--- src/rtl/hyper_txn_sequencer.sv ---
// HyperBus transaction sequencer: decodes requests against CS regions and issues PHY chunks.
// Optional macro HYPER_BURST_SPLIT_EN enables chunk splitting by cfg_t_cs_max_i and region end.
module hyper_txn_sequencer #(
    parameter int unsigned NR_CS     = 2,
    parameter int unsigned LEN_WIDTH = 16
) (
    input  logic                  clk_i,
    input  logic                  rst_i,
    input  logic                  req_valid_i,
    output logic                  req_ready_o,
    input  logic [31:0]           req_addr_i,
    input  logic [LEN_WIDTH-1:0]  req_len_i,
    input  logic                  req_write_i,
    input  logic [31:0]           cfg_t_cs_max_i,
    input  logic [31:0]           cfg_t_rwr_i,
    input  logic [64*NR_CS-1:0]   cfg_addr_mapping_i,
    output logic                  phy_valid_o,
    input  logic                  phy_ready_i,
    output logic [31:0]           phy_addr_o,
    output logic [LEN_WIDTH-1:0]  phy_len_o,
    output logic                  phy_write_o,
    output logic [NR_CS-1:0]      phy_cs_o,
    input  logic                  phy_done_i,
    output logic                  rsp_valid_o,
    input  logic                  rsp_ready_i,
    output logic                  rsp_error_o
);

    typedef enum logic [2:0] {
        S_IDLE,
        S_DECODE,
        S_ISSUE,
        S_WAIT_DONE,
        S_RECOVER,
        S_RESP
    } state_e;

    state_e                 state_q, state_d;
    logic [31:0]            addr_q, addr_d;
    logic [LEN_WIDTH-1:0]   rem_q, rem_d;
    logic                   write_q, write_d;
    logic [31:0]            rwr_q, rwr_d;
    logic [31:0]            cnt_q, cnt_d;
    logic                   req_ready_q, req_ready_d;
    logic                   phy_valid_q, phy_valid_d;
    logic [31:0]            phy_addr_q, phy_addr_d;
    logic [LEN_WIDTH-1:0]   phy_len_q, phy_len_d;
    logic                   phy_write_q, phy_write_d;
    logic [NR_CS-1:0]       phy_cs_q, phy_cs_d;
    logic                   rsp_valid_q, rsp_valid_d;
    logic                   rsp_error_q, rsp_error_d;

    logic                   hit_c;
    logic [NR_CS-1:0]       hit_cs_c;
    logic [31:0]            hit_start_c, hit_end_c;
    logic [32:0]            left_c;
    logic [LEN_WIDTH-1:0]   chunk_c;
    logic                   fits_c;

    // Region decode: lowest-index CS containing the current address wins.
    always_comb begin
        hit_c       = 1'b0;
        hit_cs_c    = '0;
        hit_start_c = '0;
        hit_end_c   = '0;
        for (int unsigned i = 0; i < NR_CS; i++) begin
            if (!hit_c
                && cfg_addr_mapping_i[64*i +: 32] <= addr_q
                && addr_q <= cfg_addr_mapping_i[64*i+32 +: 32]) begin
                hit_c       = 1'b1;
                hit_cs_c    = NR_CS'(1) << i;
                hit_start_c = cfg_addr_mapping_i[64*i +: 32];
                hit_end_c   = cfg_addr_mapping_i[64*i+32 +: 32];
            end
        end
    end

`ifdef HYPER_BURST_SPLIT_EN
    logic [31:0] cs_max_c;

    // Chunk = min(remaining, cs_max (0 -> 1), words left in region), in 33 bits.
    always_comb begin
        left_c   = 33'(hit_end_c) - 33'(addr_q) + 33'd1;
        cs_max_c = (cfg_t_cs_max_i == 32'd0) ? 32'd1 : cfg_t_cs_max_i;
        chunk_c  = rem_q;
        if (33'(cs_max_c) < 33'(chunk_c)) chunk_c = LEN_WIDTH'(cs_max_c);
        if (left_c < 33'(chunk_c)) chunk_c = LEN_WIDTH'(left_c);
        fits_c   = 1'b1;
    end
`else
    logic unused_cs_max;
    assign unused_cs_max = ^cfg_t_cs_max_i;

    // Whole request in one chunk; it must not run past the region end.
    always_comb begin
        left_c  = 33'(hit_end_c) - 33'(addr_q) + 33'd1;
        chunk_c = rem_q;
        fits_c  = (33'(rem_q) <= left_c);
    end
`endif

    always_comb begin
        state_d     = state_q;
        addr_d      = addr_q;
        rem_d       = rem_q;
        write_d     = write_q;
        rwr_d       = rwr_q;
        cnt_d       = cnt_q;
        phy_addr_d  = phy_addr_q;
        phy_len_d   = phy_len_q;
        phy_write_d = phy_write_q;
        phy_cs_d    = phy_cs_q;
        rsp_error_d = rsp_error_q;

        unique case (state_q)
            S_IDLE: begin
                if (req_valid_i) begin
                    addr_d      = req_addr_i;
                    rem_d       = req_len_i;
                    write_d     = req_write_i;
                    rsp_error_d = 1'b0;
                    state_d     = (req_len_i == '0) ? S_RESP : S_DECODE;
                end
            end
            S_DECODE: begin
                // Config is sampled only here so mid-chunk changes hit the next chunk.
                rwr_d = cfg_t_rwr_i;
                if (!hit_c || !fits_c) begin
                    rsp_error_d = 1'b1;
                    state_d     = S_RESP;
                end else begin
                    phy_addr_d  = addr_q - hit_start_c;
                    phy_len_d   = chunk_c;
                    phy_write_d = write_q;
                    phy_cs_d    = hit_cs_c;
                    state_d     = S_ISSUE;
                end
            end
            S_ISSUE: begin
                if (phy_ready_i) begin
                    addr_d  = addr_q + 32'(phy_len_q);
                    rem_d   = rem_q - phy_len_q;
                    state_d = S_WAIT_DONE;
                end
            end
            S_WAIT_DONE: begin
                if (phy_done_i) begin
                    cnt_d   = (rwr_q == 32'd0) ? 32'd1 : rwr_q;
                    state_d = S_RECOVER;
                end
            end
            S_RECOVER: begin
                if (cnt_q <= 32'd1) begin
                    rsp_error_d = 1'b0;
                    state_d     = (rem_q != '0) ? S_DECODE : S_RESP;
                end else begin
                    cnt_d = cnt_q - 32'd1;
                end
            end
            S_RESP: begin
                if (rsp_ready_i) begin
                    rsp_error_d = 1'b0;
                    state_d     = S_IDLE;
                end
            end
            default: state_d = S_IDLE;
        endcase

        req_ready_d = (state_d == S_IDLE);
        phy_valid_d = (state_d == S_ISSUE);
        rsp_valid_d = (state_d == S_RESP);
    end

    always_ff @(posedge clk_i) begin
        if (rst_i) begin
            state_q     <= S_IDLE;
            addr_q      <= '0;
            rem_q       <= '0;
            write_q     <= 1'b0;
            rwr_q       <= '0;
            cnt_q       <= '0;
            req_ready_q <= 1'b1;
            phy_valid_q <= 1'b0;
            phy_addr_q  <= '0;
            phy_len_q   <= '0;
            phy_write_q <= 1'b0;
            phy_cs_q    <= '0;
            rsp_valid_q <= 1'b0;
            rsp_error_q <= 1'b0;
        end else begin
            state_q     <= state_d;
            addr_q      <= addr_d;
            rem_q       <= rem_d;
            write_q     <= write_d;
            rwr_q       <= rwr_d;
            cnt_q       <= cnt_d;
            req_ready_q <= req_ready_d;
            phy_valid_q <= phy_valid_d;
            phy_addr_q  <= phy_addr_d;
            phy_len_q   <= phy_len_d;
            phy_write_q <= phy_write_d;
            phy_cs_q    <= phy_cs_d;
            rsp_valid_q <= rsp_valid_d;
            rsp_error_q <= rsp_error_d;
        end
    end

    assign req_ready_o = req_ready_q;
    assign phy_valid_o = phy_valid_q;
    assign phy_addr_o  = phy_addr_q;
    assign phy_len_o   = phy_len_q;
    assign phy_write_o = phy_write_q;
    assign phy_cs_o    = phy_cs_q;
    assign rsp_valid_o = rsp_valid_q;
    assign rsp_error_o = rsp_error_q;

endmodule

--- config.mk ---
export PLATFORM = sky130hd
export DESIGN_NAME = hyper_txn_sequencer
export DESIGN_NICKNAME = d
export VERILOG_FILES = /design/src/rtl/hyper_txn_sequencer.sv
export SDC_FILE = /design/constraint.sdc
export NUM_CORES = 1
export LEC_CHECK = 0
export CORE_UTILIZATION = 45
export CTS_CLUSTER_SIZE = 24
export DETAILED_ROUTE_END_ITERATION = 8
export GPL_ROUTABILITY_DRIVEN = 0
export PLACE_DENSITY = 0.73
export RECOVER_POWER = 50
export SYNTH_ARGS = -nofsm -noshare
export SYNTH_HDL_FRONTEND = slang
export SYNTH_SLANG_ARGS = --single-unit
--- constraint.sdc ---
create_clock -name clk_i -period 10.3 [get_ports clk_i]
set_input_delay 3.09 -clock clk_i [delete_from_list [all_inputs] [get_ports clk_i]]
set_output_delay 3.09 -clock clk_i [all_outputs]
set_load 0.005 [all_outputs]
==> results.md <==
- First-pass GRT wire length: 97900 um
- Critical setup path kind: input port to flip-flop
- Number of buffers inserted for hold repair after clock tree synthesis: 0
- Bufs and invs on worst path: 8
- Result of the run: complete, but fails checks
- Slew @ Worst Pin: 2.93 ns
- # DRC: 0
- Top cells by instance count after synthesis: sky130_fd_sc_hd__ha_1, sky130_fd_sc_hd__a21oi_1, sky130_fd_sc_hd__nand2_1
- Synth top area share: 20.4%
- Leading post-synthesis cells by cell area: sky130_fd_sc_hd__dfxtp_1, sky130_fd_sc_hd__ha_1, sky130_fd_sc_hd__a21oi_1, sky130_fd_sc_hd__o21ai_0, sky130_fd_sc_hd__nand2_1
- Final setup viols: 0
- Period Utilization, post-route: roughly 98%
- Simple logic cell fraction of the synthesized area: between 20 and 25%
- Number of iterations in the first detailed-routing pass: 6
- Synth Area in Adders: between 20% and 30%
- Largest delay contributor family on the critical path: compound AO/OA/AOI/OAI gates
- Vias/cell: 6.29
- PnR Total Power: 9.13 mW
- Arrival time of the worst setup path: about 10 ns
- Number of max-cap violations: 1
- Overall die area: 38100 sq um
- Number of global-route vias before repair: 18100
- Required time of the critical path: 10.59 ns
- Filler cell count in the final layout: 3174
- TritonCTS clock tree: yes
- Crit path setup slack, layout: 0.192 ns
- Post-place setup slack: -0.802 ns
- Cell area after layout: 22400 sq um
- R2r startpoint: addr_q[1]
- P per Cell Area: 407 nW/um^2
- Flip-flop cell with the highest count after synthesis: sky130_fd_sc_hd__dfxtp_1
- Area leader, netlist: sky130_fd_sc_hd__dfxtp_1
- Initial antenna violation count: 1
- Xor-xnor portion of the synthesized cell area: 3.13%
- GR Util All Layers: 32.5%
- Cell Area, Synth: 16800 sq um
- Height of the die: 195 um
- Clock slew seen by the registers of the worst setup and hold paths: about 0.070 ns
- CTS root buf: sky130_fd_sc_hd__clkbuf_16
- Critical Path Source Type: input port
- Share of layout cells above drive strength 1: around an eighth
- Final core area utilization: 61.2%
- Peak ir drop on the vdd network: around 0.00028 V
- Highest Clock Rate: ~99 MHz
- Syn nets: 2775
- Number of nets still failing antenna checks after routing: 0
- Top-Level Pins: just over 300
- Layout Nets: 3112
- Start point of the worst min-delay path: phy_addr_o[30]
- Share of synthesized area occupied by flip-flops and latches: between 20% and 30%
- Total via count in the routed design: 19300
- Leakage power summed over all cells: roughly 10 nW
- Count of unique library cells instantiated by Yosys: 75
- Leading cell type by number of instances after synthesis: sky130_fd_sc_hd__ha_1
- Initial standard-cell utilization of the core: 45.8%
- Count of final hold-check violations: 0
- GRT overflow: 0
- Stage delay of the slowest cell on the critical path: between 0.5 and 0.6 ns
- Path category of the worst min-delay check: flip-flop to flip-flop
- Synth Area in Compound Gates: just under 30%
- Avg Synthesized Cell Area: about 7.5 sq um
- Count of input and output buffers: 269
- Failing checks: capacitance limit, slew limit
- Total number of clock tree sinks: ~170
- Post-route clock skew: approximately 0.014 ns
- Pins Over Slew Limit: between 60 and 70
- Total clock buffers created by CTS: 17
- Detailed-route wire length per cell: 21.1 um
- Die W: 195 um
- Number of buffers between clock root and the deepest sink: 2
- Htree depth: 4
- Floorplan row count: 70
- Cell type with the highest occurrence count on the critical path: sky130_fd_sc_hd__buf_4
- Largest fanout of any net on the critical path: 50
- Hold Worst Slack: 0.470 ns
- Number of enable-type register cells in the synthesized netlist: 0
- Time the final worst path needs with I/O delays and setup: 10.11 ns
- Core Region: 36700 sq um
- CP max stage cell: sky130_fd_sc_hd__or4_4
- Number of synthesized register bits: 171
- Aggregate routed wire length: 64800 um
- Fraction of synthesized area in multiplexers: 0.126%
- Slew headroom: -95.6%
- Source-to-sink clock delay at the later pin of the worst-skew pair: about 0.45 ns
- Beginning of the critical path: cfg_addr_mapping_i[61]
- Maximum number of pins on one net before global-route repair: 67
- Dominant combinational cell family by area after synthesis: compound AO/OA/AOI/OAI gates
- Proportion of register bits with asynchronous set or reset after synthesis: 0%
- Gate Count Post-Synth: 2253
- Relative area change from synthesis to final layout: 33.5%
- DPL Wire Length: just under 50000 um
- Cell area after placement: 20900 sq um
- Nature of the critical path endpoint: flip-flop
- Synthesis Warnings: 0
- First DRT Iteration DRCs: roughly 1900
==> cell usage in the layout (no fill, tap or decap), types with 34 or more instances in the layout <==
cell type                         instances
sky130_fd_sc_hd__clkdlybuf4s50_1        150
sky130_fd_sc_hd__a22oi_1                 36
sky130_fd_sc_hd__xnor2_1                 34
sky130_fd_sc_hd__dfxtp_1                171
sky130_fd_sc_hd__nand3_1                 85
sky130_fd_sc_hd__inv_1                  136
sky130_fd_sc_hd__ha_1                   242
sky130_fd_sc_hd__nor2_1                 174
sky130_fd_sc_hd__a21o_1                  69
sky130_fd_sc_hd__nand4_1                 42
sky130_fd_sc_hd__nand2_1                193
sky130_fd_sc_hd__buf_4                  149
sky130_fd_sc_hd__o21ai_0                136
sky130_fd_sc_hd__dlymetal6s2s_1          63
sky130_fd_sc_hd__a211oi_1                55
sky130_fd_sc_hd__a21oi_1                232
sky130_fd_sc_hd__dlygate4sd3_1           55
sky130_fd_sc_hd__nor3_1                  46
==> worst reg2reg max path: cells and delay by family (launching register included) <==
family                     cells  cell delay (ns)
AOI/OAI and AO/OA             15             2.75
xor gates and xnor gates       1             0.11
adders and majority gates      4             1.25
buffers and inverters          6             1.10
DFF                            1             0.60
and+or+nand+nor                9             2.11
==> worst paths after layout <==
kind	to	cells past startpoint	slack (ns)
min	phy_addr_o[30]	2	0.47
max reg2reg	phy_addr_o[27]	35	2.19
min reg2reg	phy_addr_o[30]	2	0.47
max	phy_addr_o[27]	36	0.19
==> flip-flops by register name, summed over array words and instances, names as in the netlist <==
name	flops
cnt_q	32
write_q	1
phy_cs_o	2
state_q	3
req_ready_o	1
phy_len_o	16
phy_valid_o	1
phy_addr_o	32
addr_q	32
rsp_valid_o	1
chunk_c	16
rsp_error_o	1
phy_write_o	1
rwr_q	32
==> through the flow <==
stage          cells  setup TNS (ns)
6_report        3072               0
5_1_grt         3071           -2.98
3_5_place_dp    3032          -40.05
3_3_place_gp    3032          -36.79
4_1_cts         3065               0
2_1_floorplan   2253               0
==> where the power goes <==
group / internal [mW] / switching, mW
registers: 0.871 / 0.338
clock network: 0.329 / 0.336
logic: 3.18 / 4.08
==> area by class of cell <==
type,count,area (sq um),area share [%]
Clock inverter,15,183,0.814
Multi-Input combinational cell,1827,13200,58.6
Tap cell,468,586,2.61
Inverter,145,544,2.43
Antenna cell,1,2.50,0.0112
Clock buffer,17,425,1.90
Timing Repair Buffer,428,4120,18.4
Sequential cell,171,3420,15.3
==> per-layer routing <==
metal  track usage, %  routed length [um]
met5                0                   0
met4             19.4                4390
met3             5.39                5570
met2             52.2               28800
met1             40.9               26000
==> cells by family after synthesis <==
group / count (synthesis)
AO/OA/AOI/OAI: 782
AND/OR/NAND/NOR: 708
adder cells (fa/ha/maj): 275
buffers and inverters: 255
flip-flops: 171
XOR/XNOR: 60
multiplexers: 2
==> timing repair <==
item | 4_1_cts | 5_1_grt
endpoints found under the hold margin | 0 | 0
buffers inserted | 1 | 5
setup endpoints to repair | 57 | 57
gates resized for setup | 10 | 173
cloned | 0 | 2
pin swaps | 6 | 80
Power figures use the tool's default switching activity.
